[config.mk]
export PLATFORM = sky130hd
export DESIGN_NAME = seg_scan_mux
export DESIGN_NICKNAME = d
export VERILOG_FILES = /design/src/rtl/seg_scan_mux.sv
export SDC_FILE = /design/constraint.sdc
export NUM_CORES = 1
export LEC_CHECK = 0
export ABC_AREA = 1
export BUFFER_PORTS_ARGS = -buffer_cell sky130_fd_sc_hd__buf_2
export CAP_MARGIN = 10
export CORE_AREA = 3 3 88 90
export CTS_CLUSTER_DIAMETER = 150
export CTS_CLUSTER_SIZE = 16
export DETAILED_ROUTE_END_ITERATION = 10
export DIE_AREA = 0 0 91 93
export SLEW_MARGIN = 10
export SYNTH_ARGS = -nofsm -noshare
export SYNTH_HDL_FRONTEND = slang
export SYNTH_SLANG_ARGS = --single-unit
[constraint.sdc]
create_clock -name clk -period 4.3 [get_ports clk]
set_input_delay 0.645 -clock clk [delete_from_list [all_inputs] [get_ports clk]]
set_output_delay 0.645 -clock clk [all_outputs]
set_load 0.05 [all_outputs]
[src/rtl/seg_scan_mux.sv]
`default_nettype none
// ============================================================================
// Module   : seg_scan_mux
// Brief    : Multiplexed display scanner feeding a 4-bit to 7-segment decoder.
//            Time-slices a DIGITS-nibble value one digit per refresh slot,
//            drives active-low digit enables with a dark guard band at the
//            start of each slot, and commits newly loaded values only at
//            frame boundaries so a frame never mixes old and new digits.
//            Optional macro SEG_LZ_BLANK_EN enables leading-zero blanking.
// Revision : 1.0  initial release
// ============================================================================
module seg_scan_mux #(
    parameter int DIGITS      = 4,
    parameter int REFRESH_DIV = 50000,
    parameter int GUARD       = 16
) (
    input  logic                  clk,
    input  logic                  rst,
    input  logic [4*DIGITS-1:0]   din,
    input  logic                  load,
    output logic                  ready,
    output logic [3:0]            nibble,
    output logic [DIGITS-1:0]     dig_n,
    output logic                  frame_tick
);

    localparam int              PW          = $clog2(REFRESH_DIV);
    localparam int              IW          = (DIGITS > 1) ? $clog2(DIGITS) : 1;
    localparam logic [PW-1:0]   C_PRE_LAST  = PW'(REFRESH_DIV - 1);
    localparam logic [PW-1:0]   C_GUARD     = PW'(GUARD);
    localparam logic [IW-1:0]   C_IDX_LAST  = IW'(DIGITS - 1);

    logic [PW-1:0]          r_pre;
    logic [IW-1:0]          r_idx;
    logic [4*DIGITS-1:0]    r_shadow;
    logic [4*DIGITS-1:0]    r_active;
    logic                   r_pending;

    logic                   w_slot_end;
    logic                   w_frame_wrap;
    logic                   w_blank;
    logic [DIGITS-1:0]      w_sel_n;
    logic [3:0]             w_nib;

    assign w_slot_end   = (r_pre == C_PRE_LAST);
    assign w_frame_wrap = w_slot_end && (r_idx == C_IDX_LAST);
    assign ready        = ~r_pending;

    // Prescaler and slot index: idx steps once per REFRESH_DIV cycles
    always_ff @(posedge clk or posedge rst) begin
        if (rst) begin
            r_pre <= '0;
            r_idx <= '0;
        end else if (w_slot_end) begin
            r_pre <= '0;
            r_idx <= (r_idx == C_IDX_LAST) ? '0 : r_idx + 1'b1;
        end else begin
            r_pre <= r_pre + 1'b1;
        end
    end

    // Load handshake and frame-aligned commit; a commit takes priority, and
    // a load landing on a wrap with nothing pending waits for the next wrap
    always_ff @(posedge clk or posedge rst) begin
        if (rst) begin
            r_shadow  <= '0;
            r_active  <= '0;
            r_pending <= 1'b0;
        end else if (w_frame_wrap && r_pending) begin
            r_active  <= r_shadow;
            r_pending <= 1'b0;
        end else if (load && !r_pending) begin
            r_shadow  <= din;
            r_pending <= 1'b1;
        end
    end

`ifdef SEG_LZ_BLANK_EN
    // w_zero_from[i] is set when active digits i..DIGITS-1 are all zero
    logic [DIGITS-1:0] w_zero_from;

    for (genvar i = 0; i < DIGITS; i++) begin : g_lz
        if (i == DIGITS - 1) begin : g_top
            assign w_zero_from[i] = (r_active[4*i +: 4] == 4'h0);
        end else begin : g_mid
            assign w_zero_from[i] = (r_active[4*i +: 4] == 4'h0) && w_zero_from[i+1];
        end
    end

    // Digit 0 is never blanked so a zero value still shows one "0"
    assign w_blank = (r_idx != '0) && w_zero_from[r_idx];
`else
    assign w_blank = 1'b0;
`endif

    assign w_nib   = r_active[{r_idx, 2'b00} +: 4];
    assign w_sel_n = ~(DIGITS'(1) << r_idx);

    // Registered display outputs, one cycle behind the scan position
    always_ff @(posedge clk or posedge rst) begin
        if (rst) begin
            nibble     <= 4'h0;
            dig_n      <= '1;
            frame_tick <= 1'b0;
        end else begin
            nibble     <= w_nib;
            dig_n      <= ((r_pre < C_GUARD) || w_blank) ? '1 : w_sel_n;
            frame_tick <= w_frame_wrap;
        end
    end

endmodule
`default_nettype wire

# == Word level (Yosys, flattened, before mapping) ==
# Cells that the tools add are included.
# classes
shifts,2
bitwise,3
div_mod_pow,0
n_eq_ne,2
reduce_logical,6
n_mux,5
n_lt_le_gt_ge,1
n_addsub,2
multipliers,0
# op_table
cell,count
$add 16x1->16 const B,1
$eq 16x16->1 const B,1
$lt 16x5->1 const B,1
$mux 16,1
$shiftx 16x5->4,1
$mux 4,1
$not 4->4,1
$shl 1x2->4 const A,1
$logic_and 1x1->1,3
$add 2x1->2 const B,1
$eq 2x2->1 const B,1
$mux 1,2
$mux 2,1
$not 1->1,2
$reduce_and 2->1,1
$reduce_bool 2->1,1
$logic_not 1->1,1
# word_totals
mem_bits_rw,0
n_memories,0
latch_bits,0
regBits,60
elab_cells,29
rom_bits,0

# == Longest topological paths before layout ==
# Gate-level depths: netlist (run 1).
# depth
depth_word,5
mapped_depth,9
ltp_nobuf,9

# == Worst setup path before layout (run 1) ==
# OpenSTA, ideal clock, no wires.
# synth_path
path_type,reg-to-reg
startpoint,register r_pending
endpoint,register r_shadow[0]
t_arrival_ns,1.538
setup_ns,0.065
path_stages_with_launch,8
t_required_ns,4.235
synth_period_minus_slack_ns,1.603
setup_slack_ns,2.697
path_cell_list,dfrtp_1 > buf_2 > inv_1 > nand2_1 > inv_2 > buf_2 > nand2_1 > nand2_1
# synth_between
elab_chain_cells,3
word_cells_on_any_way,5
classes_between,1 x bitwise; 4 x reduce/logical
# synth_rtl
element,line,text
from (decl),37,logic r_pending;
from (signal assigned),68,r_pending <= 1'b0;
from (signal assigned),71,r_pending <= 1'b0;
from (signal assigned),74,r_pending <= 1'b1;
$logic_not 1->1 / $logic_and 1x1->1 (equally long branches),"72, 69",
$logic_and 1x1->1 / $not 1->1 (equally long branches),n/a,
$reduce_and 2->1 (no line) *,n/a,
to (signal assigned),73,r_shadow <= din;
to (decl),35,logic [4*DIGITS-1:0] r_shadow;
# Every way passes the cells marked *; elsewhere a longest branch is shown, timed or not.
# A chain may end at the register's enable or synchronous reset.

# == Worst setup path in the final report (run 1) ==
# layout_path
startpoint,register r_pending
endpoint,output ready
# layout_between
elab_chain_cells,1
# layout_rtl
element,line,text
$not 1->1,47,assign ready = ~r_pending;
to (decl),21,"output logic ready,"
# Every way passes these cells.

==> impl_metrics.env, run 1 <==
export IMPL_worstPathArrival_ns=1.48
export IMPL_peakVddDrop_v=0.0001484
export IMPL_cts_sinks=60
export IMPL_cts_made_buffers=9
export IMPL_period_needed_ns=2.127
export IMPL_synth_distinct_cells=27
export IMPL_antenna_found_initial=0
export IMPL_synth_adder_area_share_pct=2.240
export IMPL_die_h_um=93
export IMPL_r2r_start="r_pending"
export IMPL_port_buffers=28
export IMPL_synth_compound_area_share_pct=3.674
export IMPL_rows=31
export IMPL_grt_pass1_wl_um=10010
export IMPL_synth_common_cells="108 x nand2_1, 56 x dfrtp_1, 34 x nor2_1"
export IMPL_p_leak_nw=1.700
export IMPL_via_per_inst=4.661
export IMPL_core_area_um2=7137
export IMPL_cts_root_buf="clkbuf_8"
export IMPL_place_gp_congestion=0.8351
export IMPL_setup_viol=0
export IMPL_hp_class="in -> async"
export IMPL_synth_edf_count=0
export IMPL_finalCritPeriodShare_pct=49.47
export IMPL_cp_max_fo=18
export IMPL_hold_violations=0
export IMPL_max_freq_mhz=470.1
export IMPL_reg2reg_to="r_pending"
export IMPL_cts_hold_buffers=0
export IMPL_synthSimpleGateAreaFrac_pct=30.38
export IMPL_totalWireLength_um=5538
export IMPL_ys_ff_latch=60
export IMPL_power_density_nw_per_um2=360.2
export IMPL_worst_slew_margin_rel_pct=50.99
export IMPL_cp_required_ns=3.65
export IMPL_worstSetupStartpoint="r_pending"
export IMPL_status="complete, no violations"
export IMPL_ys_seq_area_share_pct=53.94
export IMPL_num_fill_cells=726
export IMPL_grt_overflow=0
export IMPL_synth_xor_area_share_pct=2.509
export IMPL_nets=374
export IMPL_io_pins=29
export IMPL_synth_top_area_cell="dfrtp_1"
export IMPL_rr_worst_depth=4
export IMPL_finClkSkew_ns=0.01005
export IMPL_worst_pin_slew_ns=0.7352
export IMPL_post_synth_top_count_cell="nand2_1"
export IMPL_synth_area_leaders="dfrtp_1 50%, nand2_1 15%, nor2_1 4.6%"
export IMPL_fin_tns_setup_ns=0
export IMPL_post_cts_buffers=0
export IMPL_setup_ws_ns=2.173
export IMPL_cts_buffer_depth=2
export IMPL_grt_start_max_net_pins=33
export IMPL_die_area_um2=8463
export IMPL_synth_area_per_cell_um2=8.646
export IMPL_layout_drive_gt1_share_pct=18.59
export IMPL_drc_errors=0
export IMPL_htreeDepth=3
export IMPL_track_usage_pct=14.79
export IMPL_synth_top_family_by_area="simple AND/OR/NAND/NOR gates"
export IMPL_vias=2116
export IMPL_dp_slack_ns=2.331
export IMPL_slew_viol_final=0
export IMPL_hpwl_um=3874
export IMPL_synthFlopType="dfrtp_1"
export IMPL_wl_per_cell_um=12.20
export IMPL_synthToLayoutAreaGrowth_pct=14.34
export IMPL_setup_worst_path_end_class="output pin"
export IMPL_postRouteAntennaNets=0
export IMPL_start_util_pct=39.13
export IMPL_yosysWarnings=0
export IMPL_first_global_vias=2120
export IMPL_syn_area_um2=2793
export IMPL_synth_nets=347
export IMPL_netlist_area_leader_share_pct=50.18
export IMPL_die_x_um=91
export IMPL_synthArstFlopShare_pct=100.0
export IMPL_regToRegSetupSlack_ns=2.35
export IMPL_rsz0062_at_grt="false"
export IMPL_syn_inst=323
export IMPL_path_clk_slew_ns=0.07
export IMPL_cts_tree="done"
export IMPL_diodes=0
export IMPL_start_kind="register"
export IMPL_crit_end="ready"
export IMPL_drtIter0Drc=110
export IMPL_dr_pass1_iters=4
export IMPL_maxCapViolCount=0
export IMPL_criticalPathCategory="reg -> out"
export IMPL_cts_resized=0
export IMPL_insertion_delay_ns=0.33
export IMPL_synth_mux_area_share_pct=0
==> power breakdown <==
part           switching (mW)  internal, mW  total (mW)
sequential                  0         0.564       0.564
clock                   0.222         0.344       0.566
combinational          0.0129       0.00627      0.0192
total                   0.235         0.915        1.15
==> critical path, cell delays in order (launching register included) <==
cell and delay (ns):
dfrtp_1 0.72, inv_1 0.18, buf_2 0.26
==> state kept, by name, indices dropped and copies added (netlist names) <==
register and flops:
r_shadow 16, r_idx 2, nibble 4, r_active 16, r_pre 16, r_pending 1
frame_tick 1, dig_n 4
==> metal layers <==
metal  global-route usage, %  wire [um]
met3                   4.505        260
met2                   20.42       2311
met1                   21.58       2885
met4                   5.779         80
met5                       0          0
==> how the worst min path moves through the flow <==
stage | from | endpoint | slack [ns] | depth (start not counted)
final | rst | r_pre[14] | 0.40 | 2
after global routing | rst | r_pre[14] | 0.45 | 2
after CTS | rst | r_pre[14] | 0.41 | 2
after detailed placement | r_active[9] | r_active[9] | 0.46 | 2
after global placement | r_active[7] | r_active[7] | 0.46 | 2
after floorplan | r_active[10] | r_active[10] | 0.44 | 2
==> cells in the final DEF (no fill, tap or decap), types with 2 or more instances in the layout <==
master / n
clkinv_4: 2
nor2_4: 2
clkbuf_8: 10
nand3_1: 11
nand2_1: 108
o21ai_0: 13
buf_2: 28
nor3_1: 4
nor2_1: 34
ha_1: 5
nor2_2: 5
dfstp_2: 4
dfrtp_1: 56
inv_1: 22
o22ai_1: 4
inv_2: 6
bufinv_16: 2
nand2_2: 2
nand4_1: 20
xor2_1: 8
==> per-stage QoR <==
stage	hold WS (ns)	instances	power, mW	instance area, um^2	util, %
6_report	0.3983	454	1.150	3193	44.74
5_1_grt	0.4508	454	1.197	3193	44.74
4_1_cts	0.4117	454	1.167	3193	44.74
3_5_place_dp	0.4603	438	0.5954	2967	41.57
3_3_place_gp	0.4597	438	0.5952	2967	41.57
2_1_floorplan	0.4367	323	0.5832	2793	-
==> final cells by class <==
| cell class | count | area [um^2] | area share, % |
|---|---|---|---|
| flip-flops and latches | 60 | 1506 | 47.18 |
| multi-input cells | 222 | 1084 | 33.93 |
| repair buffers | 29 | 147.6 | 4.624 |
| clock buffers | 11 | 141.4 | 4.428 |
| well taps | 99 | 123.9 | 3.879 |
| inverters | 28 | 105.1 | 3.292 |
| clock inverters | 5 | 85.08 | 2.665 |
==> kinds of logic (layout without fill, tap and decap cells) <==
| group | Yosys count | count (layout) |
|---|---|---|
| AND/OR/NAND/NOR | 190 | 190 |
| flip-flops | 60 | 60 |
| buffers and inverters | 41 | 73 |
| AO/OA/AOI/OAI | 19 | 19 |
| XOR/XNOR | 8 | 8 |
| adder cells (fa/ha/maj) | 5 | 5 |
Note: power is estimated with default switching activity, not from simulation.
==> run 2: changes to the inputs <==
Clock period 4.3 ns to 1.9 ns, I/O delays scaled along.
==> impl_metrics.env, run 2 (synthesis gave the netlist of run 1 again) <==
export IMPL_finClkSkew_ns=0.006881
export IMPL_synthToLayoutAreaGrowth_pct=16.53
export IMPL_rsz0062_at_grt="false"
export IMPL_hold_ws_ns=0.1322
export IMPL_fin_tns_setup_ns=0
export IMPL_reg_top3="r_active x16, r_pre x16, r_shadow x16"
export IMPL_start_util_pct=39.13
export IMPL_cts_sinks=60
export IMPL_final_common_cell="nand2_1"
export IMPL_antenna_found_initial=0
export IMPL_nets=379
export IMPL_cts_buffer_depth=2
export IMPL_vias=2128
export IMPL_hold_violations=0
export IMPL_htreeDepth=3
export IMPL_io_pins=29
export IMPL_track_usage_pct=14.54
export IMPL_cts_made_buffers=9
export IMPL_wl_per_cell_um=12.13
export IMPL_layout_drive_gt1_share_pct=19.72
export IMPL_die_h_um=93
export IMPL_power_density_nw_per_um2=797.7
export IMPL_hpwl_um=3940
export IMPL_place_gp_congestion=0.8599
export IMPL_criticalPathCategory="reg -> reg"
export IMPL_p_leak_nw=1.730
export IMPL_die_area_um2=8463
export IMPL_max_freq_mhz=649.4
export IMPL_hp_class="in -> reg"
export IMPL_hold_depth=3
export IMPL_final_util_pct=45.60
export IMPL_insertion_delay_ns=0.34
export IMPL_rr_worst_depth=6
export IMPL_grt_overflow=0
export IMPL_dr_pass1_iters=4
export IMPL_worst_pin_slew_ns=0.3446
export IMPL_worstPathArrival_ns=1.77
export IMPL_finalCritPeriodShare_pct=81.04
export IMPL_cts_resized=0
export IMPL_rows=31
export IMPL_cts_root_buf="clkbuf_8"
export IMPL_path_clk_slew_ns=0.07
export IMPL_first_global_vias=2111
export IMPL_totalWireLength_um=5568
export IMPL_num_fill_cells=732
export IMPL_final_cell_mix="108 x nand2_1, 56 x dfrtp_1, 34 x nor2_1"
export IMPL_period_needed_ns=1.540
export IMPL_cts_tree="done"
export IMPL_post_cts_buffers=0
export IMPL_start_kind="register"
export IMPL_core_area_um2=7137
export IMPL_drtIter0Drc=114
export IMPL_drc_errors=0
export IMPL_status="complete, no violations"
export IMPL_peakVddDrop_v=0.0003609
export IMPL_cp_max_fo=16
export IMPL_die_x_um=91
export IMPL_grt_start_max_net_pins=53
export IMPL_postRouteAntennaNets=0
export IMPL_slew_viol_final=0
export IMPL_grt_pass1_wl_um=9791
export IMPL_maxCapViolCount=0
export IMPL_setup_worst_path_end_class="register"
export IMPL_diodes=0
export IMPL_cp_required_ns=2.13
export IMPL_port_buffers=28
export IMPL_via_per_inst=4.636
export IMPL_worst_slew_margin_rel_pct=77.00
export IMPL_setup_viol=0
run 2: cell types whose count changed in the layout (fill, tap and decap cells not counted), sizes merged:
cell and delta:
buf +4, clkbuf -2, clkinv +1, dlygate4sd3 +1
inv +1
run 2: metal layers:
metal  vias to the layer above  global-route usage [%]  wire [um]
met5                         -                       0          0
met4                         0                   7.663        124
met3                        11                   2.977        286
met2                        65                   21.09       2403
met1                       955                   20.47       2753
li1                       1097                       -          -
run 2: cell type report:
cell class / count / area, um^2 / share of cell area (%)
inverters: 28 / 105.1 / 3.230
clock inverters: 7 / 98.84 / 3.037
well taps: 99 / 123.9 / 3.806
flip-flops and latches: 60 / 1506 / 46.29
clock buffers: 9 / 123.9 / 3.806
repair buffers: 34 / 212.7 / 6.536
multi-input cells: 222 / 1084 / 33.29
run 2: path summary, 6_finish.rpt:
path                                 to        start  slack, ns
max                        r_active[15]     r_pre[0]       0.36
min                         r_shadow[4]       din[4]       0.13
max reg2reg                r_active[15]     r_pre[0]       0.36
min reg2reg                 r_active[9]  r_active[9]       0.48
max in group asynchronous      dig_n[0]          rst       0.94
min in group asynchronous      r_pre[8]          rst       0.41
run 2: per-stage QoR:
stage / instances / cell area [um^2] / setup slack, ns / power [mW]
finish: 459 / 3254 / 0.3602 / 2.596
global route: 459 / 3254 / 0.2028 / 2.688
CTS: 459 / 3254 / 0.3550 / 2.638
detailed placement: 442 / 3022 / 0.3576 / 1.350
global placement: 442 / 3022 / 0.4402 / 1.349
floorplan: 323 / 2793 / 0.1369 / 1.320
run 2: power breakdown:
group	internal (mW)	switching, mW
logic	0.0185	0.0286
clock network	0.744	0.528
registers	1.28	0
run 2: critical path: stages, from the launching register on:
cell	delay, ns
dfrtp_1	0.39
ha_1	0.24
nand3_1	0.15
nor2_2	0.19
nand4_4	0.25
nand2_1	0.16
nand2_1	0.07
run 2: repair_timing:
| action | CTS | global route |
|---|---|---|
| endpoints found under the hold margin | 8 | 0 |
| endpoints found under the setup margin | 0 | 0 |
| hold buffers | 1 | 0 |
